**config.mk**
```make
export PLATFORM = sky130hd
export DESIGN_NAME = div_arbiter
export DESIGN_NICKNAME = d
export VERILOG_FILES = /design/src/rtl/div_arbiter.sv
export SDC_FILE = /design/constraint.sdc
export NUM_CORES = 1
export LEC_CHECK = 0
export CORE_MARGIN = 1.5
export CORE_UTILIZATION = 34
export CTS_CLUSTER_SIZE = 24
export DETAILED_ROUTE_END_ITERATION = 6
export PLACE_DENSITY = 0.76
export SLEW_MARGIN = 10
export SYNTH_ARGS = -nofsm -noshare
export SYNTH_HDL_FRONTEND = slang
export SYNTH_SLANG_ARGS = --single-unit
```
**constraint.sdc**
```tcl
create_clock -name clk -period 1.74 [get_ports clk]
set_input_delay 0.348 -clock clk [delete_from_list [all_inputs] [get_ports clk]]
set_output_delay 0.348 -clock clk [all_outputs]
set_load 0.02 [all_outputs]
```
**src/rtl/div_arbiter.sv**
```systemverilog
// div_arbiter: round-robin front end for the shared restoring divider.
// Grants one client at a time, holds div_start for DIV_LATENCY cycles,
// samples the quotient and returns it with a one-cycle resp_valid pulse.
// A zero divisor is answered locally with all-ones and never starts the divider.
module div_arbiter #(
    parameter int NUM_REQ     = 2,
    parameter int DIV_LATENCY = 36
) (
    input  logic                     clk,
    input  logic                     rst_n,
    input  logic [NUM_REQ-1:0]       req_valid,
    input  logic [32*NUM_REQ-1:0]    req_dividend,
    input  logic [32*NUM_REQ-1:0]    req_divisor,
    output logic [NUM_REQ-1:0]       req_ready,
    output logic [NUM_REQ-1:0]       resp_valid,
    output logic [31:0]              resp_quotient,
    output logic                     busy,
    output logic                     div_start,
    output logic [31:0]              div_dividend,
    output logic [31:0]              div_divisor,
    input  logic [31:0]              div_quotient
);

    localparam int IDX_W = $clog2(NUM_REQ);
    localparam int CNT_W = $clog2(DIV_LATENCY);

    typedef enum logic [1:0] {
        IDLE,
        RUN,
        DONE
    } state_t;

    state_t             state_reg;
    logic [CNT_W-1:0]   cnt_reg;
    logic [IDX_W-1:0]   owner_reg;
    logic [IDX_W-1:0]   last_grant_reg;
    logic [NUM_REQ-1:0] resp_valid_reg;
    logic [31:0]        resp_quotient_reg;
    logic               div_start_reg;
    logic [31:0]        div_dividend_reg;
    logic [31:0]        div_divisor_reg;

    logic [31:0]        dividend_arr [NUM_REQ];
    logic [31:0]        divisor_arr  [NUM_REQ];
    logic               grant_found;
    logic [IDX_W-1:0]   grant_idx;
    logic [IDX_W:0]     rr_sum;
    logic               accept;
    logic [31:0]        sel_dividend;
    logic [31:0]        sel_divisor;

    // Accept only in IDLE and never while reset is held.
    assign accept = rst_n && (state_reg == IDLE) && grant_found;

    genvar gi;
    generate
        for (gi = 0; gi < NUM_REQ; gi++) begin : g_client
            assign dividend_arr[gi] = req_dividend[32*gi +: 32];
            assign divisor_arr[gi]  = req_divisor[32*gi +: 32];
            assign req_ready[gi]    = accept && (grant_idx == IDX_W'(gi));
        end
    endgenerate

    // Rotating priority: scan from last_grant+1, wrapping modulo NUM_REQ.
    always_comb begin
        grant_found = 1'b0;
        grant_idx   = '0;
        rr_sum      = '0;
        for (int k = 1; k <= NUM_REQ; k++) begin
            rr_sum = {1'b0, last_grant_reg} + (IDX_W+1)'(k);
            if (rr_sum >= (IDX_W+1)'(NUM_REQ)) begin
                rr_sum = rr_sum - (IDX_W+1)'(NUM_REQ);
            end
            if (!grant_found && req_valid[rr_sum[IDX_W-1:0]]) begin
                grant_found = 1'b1;
                grant_idx   = rr_sum[IDX_W-1:0];
            end
        end
    end

    assign sel_dividend = dividend_arr[grant_idx];
    assign sel_divisor  = divisor_arr[grant_idx];

    // Sequencer: IDLE accepts, RUN holds div_start, DONE pulses resp_valid.
    always_ff @(posedge clk) begin
        if (!rst_n) begin
            state_reg         <= IDLE;
            cnt_reg           <= '0;
            owner_reg         <= '0;
            last_grant_reg    <= IDX_W'(NUM_REQ-1);
            resp_valid_reg    <= '0;
            resp_quotient_reg <= '0;
            div_start_reg     <= 1'b0;
            div_dividend_reg  <= '0;
            div_divisor_reg   <= '0;
        end else begin
            resp_valid_reg <= '0;
            case (state_reg)
                IDLE: begin
                    if (grant_found) begin
                        div_dividend_reg <= sel_dividend;
                        div_divisor_reg  <= sel_divisor;
                        owner_reg        <= grant_idx;
                        last_grant_reg   <= grant_idx;
                        if (sel_divisor != 32'd0) begin
                            state_reg     <= RUN;
                            cnt_reg       <= CNT_W'(DIV_LATENCY-1);
                            div_start_reg <= 1'b1;
                        end else begin
                            resp_quotient_reg <= 32'hFFFF_FFFF;
                            resp_valid_reg    <= NUM_REQ'(1) << grant_idx;
                            state_reg         <= DONE;
                        end
                    end
                end
                RUN: begin
                    if (cnt_reg == '0) begin
                        resp_quotient_reg <= div_quotient;
                        resp_valid_reg    <= NUM_REQ'(1) << owner_reg;
                        div_start_reg     <= 1'b0;
                        state_reg         <= DONE;
                    end else begin
                        cnt_reg <= cnt_reg - 1'b1;
                    end
                end
                DONE: begin
                    state_reg <= IDLE;
                end
                default: begin
                    state_reg     <= IDLE;
                    div_start_reg <= 1'b0;
                end
            endcase
        end
    end

    assign busy          = (state_reg != IDLE);
    assign resp_valid    = resp_valid_reg;
    assign resp_quotient = resp_quotient_reg;
    assign div_start     = div_start_reg;
    assign div_dividend  = div_dividend_reg;
    assign div_divisor   = div_divisor_reg;

endmodule

```
==> run metrics, run 1 <==
run status complete, no violations; total wire length 17700 um; worst slew pin tran 448 ps; Placed Area 0.00769 sq mm; minimum clock period 1710 ps; Final period util 0.985; GRT Util Overall 0.235; Yosys cell types 37; Seq/Total Area, Yosys 0.474; Hold Path Depth 3; Vias 5491; r2r startpoint last_grant_reg; Max VDD drop 0.614 mV; initial antenna violation count 2; hold endpoint div_divisor[5]; IO Pins 266; final setup fails 0; vias per cell 5.41; Worst Slack Setup Final 26.7 ps; routability cong. 0.909; worst r2r dst resp_quotient[7]; CP max FO 42; synthesized area 0.00460 sq mm; layout cells sized above 1 0.182; Leak 3.81 nW; CTS clk-pin slew, worst paths 70 ps; Primary FF master, synth dfxtp_1; DRT antenna net count 0; Multi-input gate area 0.00241 sq mm; CTS buffer count 9; clock skew 9.54 ps; Async S/R FF share, synth 0; CP Capture Type flip-flop; Hold WS 287 ps; R2R cell count 8; Mapped Avg Cell Area 8.57 sq um; Sequential Area 0.00219 sq mm; core area 0.0132 sq mm; CTS sink count 109; I/O Buffers 265; fillers 1051; CP Data Arrival Time 2000 ps; placed cells 980; Pwr Density 1160 mW/mm^2; Design Power 0.00991 W; first-pass GRT wire length 26700 um; nets 998; Clk Latency, worst-skew pair 360 ps; H-tree levels 3; cts hold-fix bufs 0; Yosys Warn Count 0; worst hold path class in2reg; final HPWL from detailed placement 12600 um; MaxCap Viol Count 0; pre-CTS setup slack -680 ps; drt wl/cell 17.4 um; register-to-register setup slack 60 ps; vias in the first global route 5313; Max Transition Viols Final 0; HP Start req_divisor[5]; Hold Fails Final Rpt 0; cells after synthesis 537; grt ovf 0; fmax 584 MHz; Starting Density 0.347; EDFF count, synth 0; Non-Filler Instances 1015; die width 119 um; CTS Buffer Depth 2; Area Growth Syn to Fin 86.1%; die span in y 119 um; Core Rows 42; headroom to the max-slew limit 0.701; Seq cells post-synth 109; total nets after synthesis 703; TritonCTS clock tree built; cell area after layout 0.00856 sq mm; Total Die Area 0.0142 sq mm; drt drc 0; crit path launch type primary input; Initial DRC Count 432; critical path type in2reg; CTS root buffer clkbuf_16; Worst Path Required 2020 ps; RSZ-0062 raised after global routing true; pin count of the biggest net entering global routing 56; DR pass1 iterations 7
[stage by stage]
stage / util / TNS [ps]
after CTS: 0.627 / 0
final: 0.646 / 0
after global placement: 0.581 / -46470
after floorplan: - / 0
after global routing: 0.646 / -583
after detailed placement: 0.581 / -51800
[critical path, cell delays in order]
cell and delay (ps):
clkdlybuf4s50_1 540, buf_4 430, inv_2 120, buf_4 220, a21oi_1 120, o21ai_0 90
a21oi_1 130
[metal layers]
layer / wire, um / GRT usage / share of wire
met1: 6960 / 0.267 / 0.39
met2: 8890 / 0.419 / 0.50
met3: 1250 / 0.0517 / 0.071
met4: 574 / 0.109 / 0.032
met5: 0 / 0 / 0
[worst max-delay path by stage]
stage	startpoint	end	slack, ps
after floorplan	state_reg[0]	req_ready[0]	60
after global placement	req_valid[0]	req_ready[1]	-600
after detailed placement	req_divisor[1]	resp_quotient[5]	-680
after CTS	req_divisor[35]	resp_quotient[5]	0.3
after global routing	state_reg[0]	req_ready[0]	-50
final	rst_n	cnt_reg[1]	30
[Yosys cell counts (5+ instances only)]
cell | number | share of area
a21oi_1 | 39 | 0.042
a222oi_1 | 31 | 0.067
a311oi_1 | 33 | 0.063
buf_2 | 14 | 0.015
clkbuf_1 | 26 | 0.021
dfxtp_1 | 109 | 0.47
inv_1 | 30 | 0.024
nand2_1 | 78 | 0.064
nand3_1 | 5 | 0.0054
nor2_1 | 80 | 0.065
nor4_1 | 13 | 0.018
o21ai_0 | 5 | 0.0054
o221ai_1 | 32 | 0.061
[power by group]
part           total [W]  internal, W  leakage, nW  switching, W
clock            0.00213      0.00117        0.149      0.000965
sequential       0.00342      0.00305        0.900      0.000361
combinational    0.00437      0.00207         2.76       0.00230
[layout make-up]
type	count	area share
tap	176	0.0257
multi-input combinational	355	0.281
sequential	109	0.255
antenna	2	0.000585
clock inverter	6	0.00804
timing repair buffer	323	0.386
inverter	34	0.0149
clock buffer	10	0.0279
[what timing repair did]
action | CTS | global route
pin swaps | 14 | 20
setup endpoints to repair | 95 | 74
setup buffers | 8 | 6
gates cloned | 4 | 0
gates resized for setup | 67 | 93
[cells in the final DEF, fill, tap and decap left out, drive strengths merged, types with 17 or more instances in the layout]
cell type / instances
dfxtp: 109
a311oi: 33
clkbuf: 17
clkdlybuf4s50: 204
buf: 61
a222oi: 31
dlymetal6s2s: 41
a21oi: 39
o221ai: 32
nand2: 78
nor2: 84
inv: 36
[kinds of logic after synthesis]
| family | count (synthesis) | synth area share |
|---|---|---|
| AOI/OAI and AO/OA | 155 | 0.273 |
| adders and majority gates | 2 | 0.00544 |
| buffers and inverters | 74 | 0.0642 |
| DFF | 109 | 0.474 |
| and+or+nand+nor | 197 | 0.183 |
Power figures use the tool's default switching activity.
==> run 2: changes to the inputs <==
Settings changed: MAX_ROUTING_LAYER set to met4.
==> run 2 against run 1 <==
Net effect:
- routed wire length shrank 2.6%
- register-to-register slack hardly changed
- hold slack gained 25 ps
- critical path type is now reg2out
- highest routed layer unchanged
==> run metrics, run 2 (synthesis gave the netlist of run 1 again) <==
commonest non-fill, non-tap cell in the layout clkdlybuf4s50_1 (unchanged); Vias 5448 (was 5491); RSZ-0062 raised after global routing true (unchanged); combinational share of power 0.447 (was 0.440); grt ovf 0 (unchanged); pre-CTS setup slack -657 ps (was -680 ps); CTS clk-pin slew, worst paths 80 ps (was 70 ps); GRT Util Overall 0.235 (about the same); MaxCap Viol Count 0 (unchanged); cts hold-fix bufs 0 (unchanged); leading cell types in the layout, fill and taps excluded clkdlybuf4s50_1 (230), dfxtp_1 (107), nor2_1 (77) (was clkdlybuf4s50_1 (204), dfxtp_1 (106), nor2_1 (77)); TritonCTS clock tree built (unchanged); worst hold path class in2reg (unchanged); CTS root buffer clkbuf_16 (unchanged); critical path type reg2out (was in2reg); headroom to the max-slew limit 0.714 (was 0.701); Hold WS 312 ps (was 287 ps); pin count of the biggest net entering global routing 55 (was 56); fmax 576 MHz (was 584 MHz); final setup fails 0 (unchanged); Max VDD drop 0.498 mV (was 0.614 mV); Worst Slack Setup Final 4.81 ps (was 26.7 ps); Net Sw Frac 0.366 (was 0.365); I/O Buffers 265 (unchanged); initial antenna violation count 0 (was 2); DR pass1 iterations 6 (was 7); DRT antenna net count 0 (unchanged); CP max FO 3 (was 42); crit path launch type flip-flop (was primary input); Sequential Area 0.00219 sq mm (about the same); Hold Fails Final Rpt 0 (unchanged); first-pass GRT wire length 26000 um (was 26700 um); Multi-input gate area 0.00228 sq mm (was 0.00241 sq mm); routability cong. 0.929 (was 0.909); Core Rows 42 (unchanged); CTS sink count 109 (unchanged); core area 0.0132 sq mm (unchanged); layout cells sized above 1 0.152 (was 0.182); Area Growth Syn to Fin 80.5% (was 86.1%); CTS buffer count 9 (unchanged); die width 119 um (unchanged); Max Transition Viols Final 0 (unchanged); H-tree levels 3 (unchanged); vias per cell 5.38 (was 5.41); CP Capture Type output port (was flip-flop); Worst Path Required 1390 ps (was 2020 ps); run status complete, no violations (unchanged); final HPWL from detailed placement 12400 um (was 12600 um); nets 997 (was 998); CP Data Arrival Time 1390 ps (was 2000 ps); Internal Power 0.00616 W (was 0.00629 W); Starting Density 0.347 (unchanged); drt drc 0 (unchanged); Total Die Area 0.0142 sq mm (unchanged); total wire length 17200 um (was 17700 um); Clk Latency, worst-skew pair 360 ps (about the same); Clk pwr share 0.202 (was 0.215); IO Pins 266 (unchanged); sequential power share 0.351 (was 0.345); worst slew pin tran 429 ps (was 448 ps); P_sw 0.00355 W (was 0.00362 W); minimum clock period 1740 ps (was 1710 ps); Final period util 0.997 (was 0.985); Leak 3.43 nW (was 3.81 nW); Antenna Diode Count 0 (was 2); clock skew 14.7 ps (was 9.54 ps); Post-Route Utilization 0.627 (was 0.646); CTS Buffer Depth 2 (unchanged); vias in the first global route 5262 (was 5313); fillers 1133 (was 1051); Initial DRC Count 397 (was 432); Pwr Density 1170 mW/mm^2 (was 1160 mW/mm^2); drt wl/cell 17.0 um (was 17.4 um); die span in y 119 um (unchanged)
==> run 2: timing repair <==
| action | CTS | global route |
|---|---|---|
| gates resized for setup | 47 | 47 |
| hold endpoints to repair | 0 | 0 |
| pin swaps | 10 | 18 |
| cloned | 1 | 1 |
| setup buffers | 5 | 5 |
| setup endpoints to repair | 101 | 88 |
==> run 2: power groups by stage <==
stage,clock network (W),registers (W),logic (W)
global placement,0,0.00343,0.00406
floorplan,0,0.00400,0.00151
global route,0.00210,0.00348,0.00464
finish,0.00196,0.00341,0.00434
CTS,0.00201,0.00341,0.00421
detailed placement,0,0.00345,0.00416
==> run 2: path summary, 6_finish.rpt <==
check	cells after the start	start	slack [ps]	end
worst max-delay path	6	state_reg[0]	5	req_ready[1]
worst min-delay path	3	req_divisor[51]	310	div_divisor[19]
worst max register to register	7	state_reg[1]	60	resp_quotient[17]
worst min register to register	2	div_dividend[20]	460	div_dividend[20]
==> run 2: per-stage QoR <==
stage               std cells  power, W  cell area (sq um)  TNS [ps]
global placement          984   0.00748               7720    -45460
detailed placement        984   0.00762               7720    -50150
finish                   1012   0.00971               8300         0
CTS                      1006   0.00963               8120         0
floorplan                 537   0.00552               4600         0
global route             1012    0.0102               8300      -241
==> run 2: routing by layer <==
metal / track usage / wire length (um)
met1: 0.270 / 6860
met2: 0.396 / 8520
met3: 0.0421 / 1150
met4: 0.118 / 694
met5: - / 0
==> run 2: layout make-up <==
class / instances / share of cell area
sequential: 109 / 0.264
timing repair buffer: 323 / 0.386
tap: 176 / 0.0265
inverter: 34 / 0.0154
multi-input combinational: 354 / 0.275
clock buffer: 11 / 0.0292
clock inverter: 5 / 0.00437
==> run 2: worst max-delay path, cell delays in order (launching register included) <==
cell and delay, ps:
dfxtp_4 360, nor2_4 140, inv_2 70, nor2_2 140
nand2_2 90, inv_2 80, buf_4 140
